`src/rtl/cbus_arbiter_pkg.sv`:
```
// Shared CBus types, field widths and arbiter state constants used by the
// arbiter and its round-robin picker.
package cbus_arbiter_pkg;

    localparam int CBUS_SIZE_W = 3;
    localparam int CBUS_ADDR_W = 32;
    localparam int CBUS_STRB_W = 4;
    localparam int CBUS_DATA_W = 32;
    localparam int CBUS_LEN_W  = 4;

    typedef struct packed {
        logic                   valid;
        logic                   is_write;
        logic [CBUS_SIZE_W-1:0] size;
        logic [CBUS_ADDR_W-1:0] addr;
        logic [CBUS_STRB_W-1:0] strobe;
        logic [CBUS_DATA_W-1:0] data;
        logic [CBUS_LEN_W-1:0]  len;     // beats - 1
    } cbus_req_t;

    typedef struct packed {
        logic                   ready;
        logic                   last;
        logic [CBUS_DATA_W-1:0] data;
    } cbus_resp_t;

    localparam logic [0:0] ARB_IDLE = 1'b0;
    localparam logic [0:0] ARB_BUSY = 1'b1;

endpackage

```
`src/rtl/cbus_arbiter_rr_picker.sv`:
```
// Round-robin picker: first valid index after last_grant_i, wrapping
// explicitly so non-power-of-2 requester counts work.
module cbus_arbiter_rr_picker #(
    parameter int NUM_REQ = 2,
    parameter int IDX_W   = 1
) (
    input  logic [NUM_REQ-1:0] valid_i,
    input  logic [IDX_W-1:0]   last_grant_i,
    output logic               any_valid_o,
    output logic [IDX_W-1:0]   pick_o
);

    int         idx;
    logic [IDX_W-1:0] idx_w;

    // NOTE: every output and temporary gets a default first so no path
    // through this block leaves a value unassigned and infers a latch.
    always_comb begin
        any_valid_o = 1'b0;
        pick_o      = '0;
        idx         = 0;
        idx_w       = '0;
        for (int k = 1; k <= NUM_REQ; k++) begin
            idx = int'(last_grant_i) + k;
            if (idx >= NUM_REQ) idx = idx - NUM_REQ;
            idx_w = IDX_W'(idx);
            if (!any_valid_o && valid_i[idx_w]) begin
                any_valid_o = 1'b1;
                pick_o      = idx_w;
            end
        end
    end

endmodule

```
`src/rtl/cbus_arbiter.sv`:
```
// Round-robin arbiter sharing one CBus master port among NUM_REQ requesters;
// the grant is registered and held for the whole transaction.
module cbus_arbiter
    import cbus_arbiter_pkg::*;
#(
    parameter int NUM_REQ = 2
) (
    input  logic                      clk,
    input  logic                      resetn,
    input  cbus_req_t  [NUM_REQ-1:0]  ireqs,
    output cbus_resp_t [NUM_REQ-1:0]  iresps,
    output cbus_req_t                 oreq,
    input  cbus_resp_t                oresp
);

    localparam int IDX_W = (NUM_REQ > 1) ? $clog2(NUM_REQ) : 1;

    logic [0:0]       state_q, state_d;
    logic [IDX_W-1:0] sel_q, sel_d;
    logic [IDX_W-1:0] last_grant_q, last_grant_d;
    logic [NUM_REQ-1:0] valid_vec;
    logic             any_valid;
    logic [IDX_W-1:0] pick;

    always_comb begin
        valid_vec = '0;
        for (int i = 0; i < NUM_REQ; i++) valid_vec[i] = ireqs[i].valid;
    end

    cbus_arbiter_rr_picker #(
        .NUM_REQ (NUM_REQ),
        .IDX_W   (IDX_W)
    ) u_picker (
        .valid_i      (valid_vec),
        .last_grant_i (last_grant_q),
        .any_valid_o  (any_valid),
        .pick_o       (pick)
    );

    always_comb begin
        state_d      = state_q;
        sel_d        = sel_q;
        last_grant_d = last_grant_q;
        case (state_q)
            ARB_IDLE: if (any_valid) begin
                sel_d   = pick;
                state_d = ARB_BUSY;
            end
            ARB_BUSY: if (oresp.ready && oresp.last) begin
                last_grant_d = sel_q;
                state_d      = ARB_IDLE;
            end
            default: state_d = ARB_IDLE;
        endcase
    end

    // NOTE: state registers use non-blocking assignments so every flop
    // samples the pre-edge values of its neighbours.
    always_ff @(posedge clk or negedge resetn) begin
        if (!resetn) begin
            state_q      <= ARB_IDLE;
            sel_q        <= '0;
            last_grant_q <= IDX_W'(NUM_REQ - 1);
        end else begin
            state_q      <= state_d;
            sel_q        <= sel_d;
            last_grant_q <= last_grant_d;
        end
    end

    // Outputs decode from state_q, so an async reset silences them at once.
    always_comb begin
        oreq   = '0;
        iresps = '0;
        if (state_q == ARB_BUSY) begin
            oreq          = ireqs[sel_q];
            iresps[sel_q] = oresp;
        end
    end

    a_valid_held: assert property (@(posedge clk) disable iff (!resetn)
        (state_q == ARB_BUSY) |-> ireqs[sel_q].valid)
        else $warning("cbus_arbiter: granted requester dropped valid before last beat");

    a_idle_ready: assert property (@(posedge clk) disable iff (!resetn)
        (state_q == ARB_IDLE) |-> !oresp.ready)
        else $warning("cbus_arbiter: oresp.ready while idle is ignored");

endmodule

```
`config.mk`:
```
export PLATFORM = sky130hd
export DESIGN_NAME = cbus_arbiter
export DESIGN_NICKNAME = d
export VERILOG_FILES = /design/src/rtl/cbus_arbiter_pkg.sv /design/src/rtl/cbus_arbiter_rr_picker.sv /design/src/rtl/cbus_arbiter.sv
export SDC_FILE = /design/constraint.sdc
export NUM_CORES = 1
export LEC_CHECK = 0
export ABC_AREA = 0
export BUFFER_PORTS_ARGS = -buffer_cell sky130_fd_sc_hd__buf_4
export CORE_AREA = 8 8 123 125
export CTS_BUF_LIST = sky130_fd_sc_hd__clkbuf_16
export DETAILED_ROUTE_END_ITERATION = 12
export DIE_AREA = 0 0 131 133
export PLACE_DENSITY = 0.58
export REMOVE_ABC_BUFFERS = 1
export SETUP_SLACK_MARGIN = 0.1
export SYNTH_ARGS = -nofsm -noshare
export SYNTH_HDL_FRONTEND = slang
export SYNTH_HIERARCHICAL = 1
export SYNTH_SLANG_ARGS = --single-unit
```
`constraint.sdc`:
```
create_clock -name clk -period 4 [get_ports clk]
set_clock_uncertainty 0.15 [all_clocks]
set_input_delay 0.8 -clock clk [delete_from_list [all_inputs] [get_ports clk]]
set_output_delay 0.8 -clock clk [all_outputs]
set_load 0.005 [all_outputs]
```
---- Yosys cells after proc, flatten, opt, wreduce, memory -nomap -nowiden ----
Index checks and enable logic that the tools add are counted.
storage, ports and cells
  bits in registers ....................... 3
  bits in latches ......................... 0
  memory bits (writable) .................. 0
  bits in read-only memories .............. 0
  input bits .............................. 190
  output and inout port bits .............. 145
  word-level logic and storage cells ...... 40
  memories kept ........................... 0
cells by class
  $add $sub $neg .......................... 4
  multiply operators ...................... 0
  divide/modulo/power cells ............... 0
  $lt $le $gt $ge ......................... 6
  equal/unequal tests ..................... 0
  shift-type cells ........................ 0
  mux-type cells .......................... 19
  bitwise gates (word level) .............. 2
  reductions and logical operators ........ 6
operators by type and width
  operator                                                                              number
  77-bit two-way mux                                                                    3
  68-bit AND                                                                            1
  68-bit two-way mux                                                                    1
  34-bit demux with 1-bit select                                                        1
  34-bit two-way mux                                                                    1
  1-bit two-way mux                                                                     12
  1-bit by 2-bit less-than comparator with 1-bit output (second input constant)         3
  2-bit AND reduction                                                                   2
  1-bit by 2-bit adder with 3-bit output (second input constant)                        1
  3-bit by 2-bit greater-or-equal comparator with 1-bit output (second input constant)  1
  1-bit logical AND                                                                     3
  1-bit by 1-bit adder with 2-bit output (second input constant)                        1
  2-bit greater-or-equal comparator (second input constant)                             1
  1-bit case mux with 2 select lines                                                    1
  1-bit subtractor (second input constant)                                              2
  1-bit greater-or-equal comparator (second input constant)                             1
  1-bit zero test                                                                       1
  1-bit NOT                                                                             1

---- Depth between registers and ports, before layout ----
  depth in word-level cells ............... 11
  gate-level depth with buffers ........... 5
  depth with buffers taken out ............ 3

---- Hierarchy ----
The synthesis kept the hierarchy.
modules (own cells, without submodules)
  module                  times used  cells each  area an instance (um^2)  sequential area each (um^2)
  cbus_arbiter            1           260         2059.5                   76.3
  cbus_arbiter_rr_picker  1           2           13.8                     0.0

---- Worst setup path before layout ----
No wires, ideal clock.
  path kind ............................... in2out
  start ................................... input ireqs[87] (netlist name)
  end ..................................... output oreq[10] (netlist name)
  arrival ................................. 1086 ps
  path slack .............................. 1964 ps
  cell stages on the path ................. 2
  cells stage by stage .................... mux2i_1 -> and2b_1
RTL lines
  element      RTL line            RTL
  from (decl)  cbus_arbiter.sv:10  input cbus_req_t [NUM_REQ-1:0] ireqs,
  to (decl)    cbus_arbiter.sv:12  output cbus_req_t oreq,

==> run metrics <==
Syn Std Cell Area=0.00207 sq mm; number of buffers added on ports=334; post-synthesis cell type count=21; die width=131 um; CP cell instances=buf_4 -> mux2i_1 -> and2b_1 -> buf_4; FF-to-FF Start=state_q; Crit. End Element=output pin; # IOs=335; final hold violations=0; initial core utilization=0.158; Post-synth ARST share=1.00; fraction of layout cells with a size suffix above 1=0.602; placed inst area=0.00464 sq mm; Congestion Overflow GR=0; Seq cells post-synth=3; Placed Cells=748; initial antenna violation count=0; largest net degree at the start of global routing=116; FF-to-FF End=last_grant_q; max_cap viols=0; Rel. slew slack=0.414; core box area=0.0131 sq mm; ranking of synthesized cells by area=mux2i_1 (37%), nor2b_1 (14%), and2b_1 (11%), and3_1 (10%), and2_1 (10%); DR vias/cell=3.99; Post-synth EDFFs=0; Leak Pwr=0.00268 uW; DP HPWL=10300 um; CP Launch Type=flop; CP max-delay cell=dfrtp_4; Slew Limit Fails=0; Routed WL per cell=16.1 um; clk root buf=clkbuf_16; yosys synthesis warning count=6; critical path's largest stage delay=0.96 ns; most common cell in the netlist=mux2i_1; Rows=42; crit path time final=3.05 ns; WL met3=1390 um; area leader, netlist=mux2i_1; Setup Viol. Count Final=0; CTS tree=yes; CTS buffer count=3; Peak VDD IR=250 uV; htree depth=1; status=completed; register area share after synthesis=0.0368; Ant. Diodes=0; Hold Path Class=in2async; CP Max Fanout=55; gate count of the mapped netlist=262; Skew-Pair Late Insertion Delay=0.22 ns; via count=3004; WL final=12100 um; DRT antenna net count=0; period utilization=0.762; first-pass iteration count of the detailed router=4; WP data required=3.05 ns; Total Routing Usage GR=0.122; r2r setup slk=2.17 ns; DR top layer=met4; synth cell count leaders=mux2i_1 (77), nor2b_1 (47), and3_1 (34); power density over cell area=316 mW/mm^2; setup TNS=0 ns; number of global-route vias before repair=3204; Starting DRT DRC Count=78; Main synth FF type=dfrtp_1; RSZ-0062 raised after global routing=false; Clock Path Buffers=2; routability cong.=0.807; clk slew on worst S/H paths=0.03 ns; Area growth, synth to finish=128%; Max Freq=328 MHz; most used cell, CP=buf_4; postcts setup bufs=0; critical path class=reg2out; final non-filler cell total=752; CTS Sinks=3; DRC=0; die height=133 um; final net count=767; r2r worst-path depth=3; die area=0.0174 sq mm; WHS=0.211 ns; Yosys top cell area share=0.372; first-pass GRT wire length=17200 um; Worst Path Arrival=2.10 ns; worst slew pin tran=0.879 ns; post-synthesis average cell area=7.91 sq um; post-route core utilization=0.360; fin area=0.00472 sq mm; met1 WL=3960 um; cts hold-fix bufs=0; # resized after CTS=0; met2 wire len=6650 um
-- metal layers --
layer / up-vias / global-route usage
met5: - / 0
met4: 0 / 0.0198
met3: 11 / 0.0366
met2: 153 / 0.249
met1: 1332 / 0.115
li1: 1508 / -
-- layout by cell type, fill, tap and decap left out --
master / n
a21boi_1: 1
and2_1: 33
and2b_1: 31
and3_1: 34
buf_12: 1
buf_4: 337
clkbuf_16: 3
dfrtp_2: 1
dfrtp_4: 1
dfstp_2: 1
inv_1: 1
mux2_2: 2
mux2i_1: 77
nand2_1: 1
nand3_1: 1
nor2_1: 1
nor2b_1: 47
nor2b_4: 1
o21a_1: 1
or2_1: 1
-- worst max-delay path, delay by kind of cell (launching register included) --
kind,cells,cell delay [ns]
simple gates,1,0.19
buf+inv,2,0.48
flops,1,0.96
mux,1,0.20
-- sequential cells by signal, summed over array words and instances, names as in the netlist --
register	count
sel_q	1
last_grant_q	1
state_q	1
-- worst max path at each step --
stage | startpoint | to | cells after the start
after CTS | sel_q | iresps[0] | 3
after global placement | sel_q | oreq[23] | 4
final | sel_q | oreq[23] | 4
after floorplan | sel_q | iresps[0] | 2
after global routing | sel_q | oreq[23] | 4
after detailed placement | sel_q | iresps[0] | 3
-- per-stage QoR --
| stage | total power [uW] | setup slack (ns) |
|---|---|---|
| 4_1_cts | 1520 | 0.905 |
| 6_report | 1490 | 0.954 |
| 2_1_floorplan | 715 | -0.549 |
| 3_3_place_gp | 1340 | 1.20 |
| 5_1_grt | 1610 | 0.840 |
| 3_5_place_dp | 1360 | 1.14 |
-- power by group --
group / total, uW / switching, uW / internal [uW]
combinational: 1200 / 443 / 761
sequential: 130 / 86.4 / 44.0
clock: 155 / 26.5 / 129
total: 1490 / 556 / 934
-- cell families after synthesis --
group,synth area share
simple gates,0.472
mux,0.383
compound gates,0.00724
buf+inv,0.101
flops,0.0368
-- cell type report --
type / instances / area, sq um
Fill cell: 1373 / 8370
Timing Repair Buffer: 338 / 2550
Multi-Input combinational cell: 231 / 1790
Tap cell: 176 / 220
Sequential cell: 3 / 81.3
Clock buffer: 3 / 75.1
Clock inverter: 1 / 3.75
(Power assumes the default switching activity.)
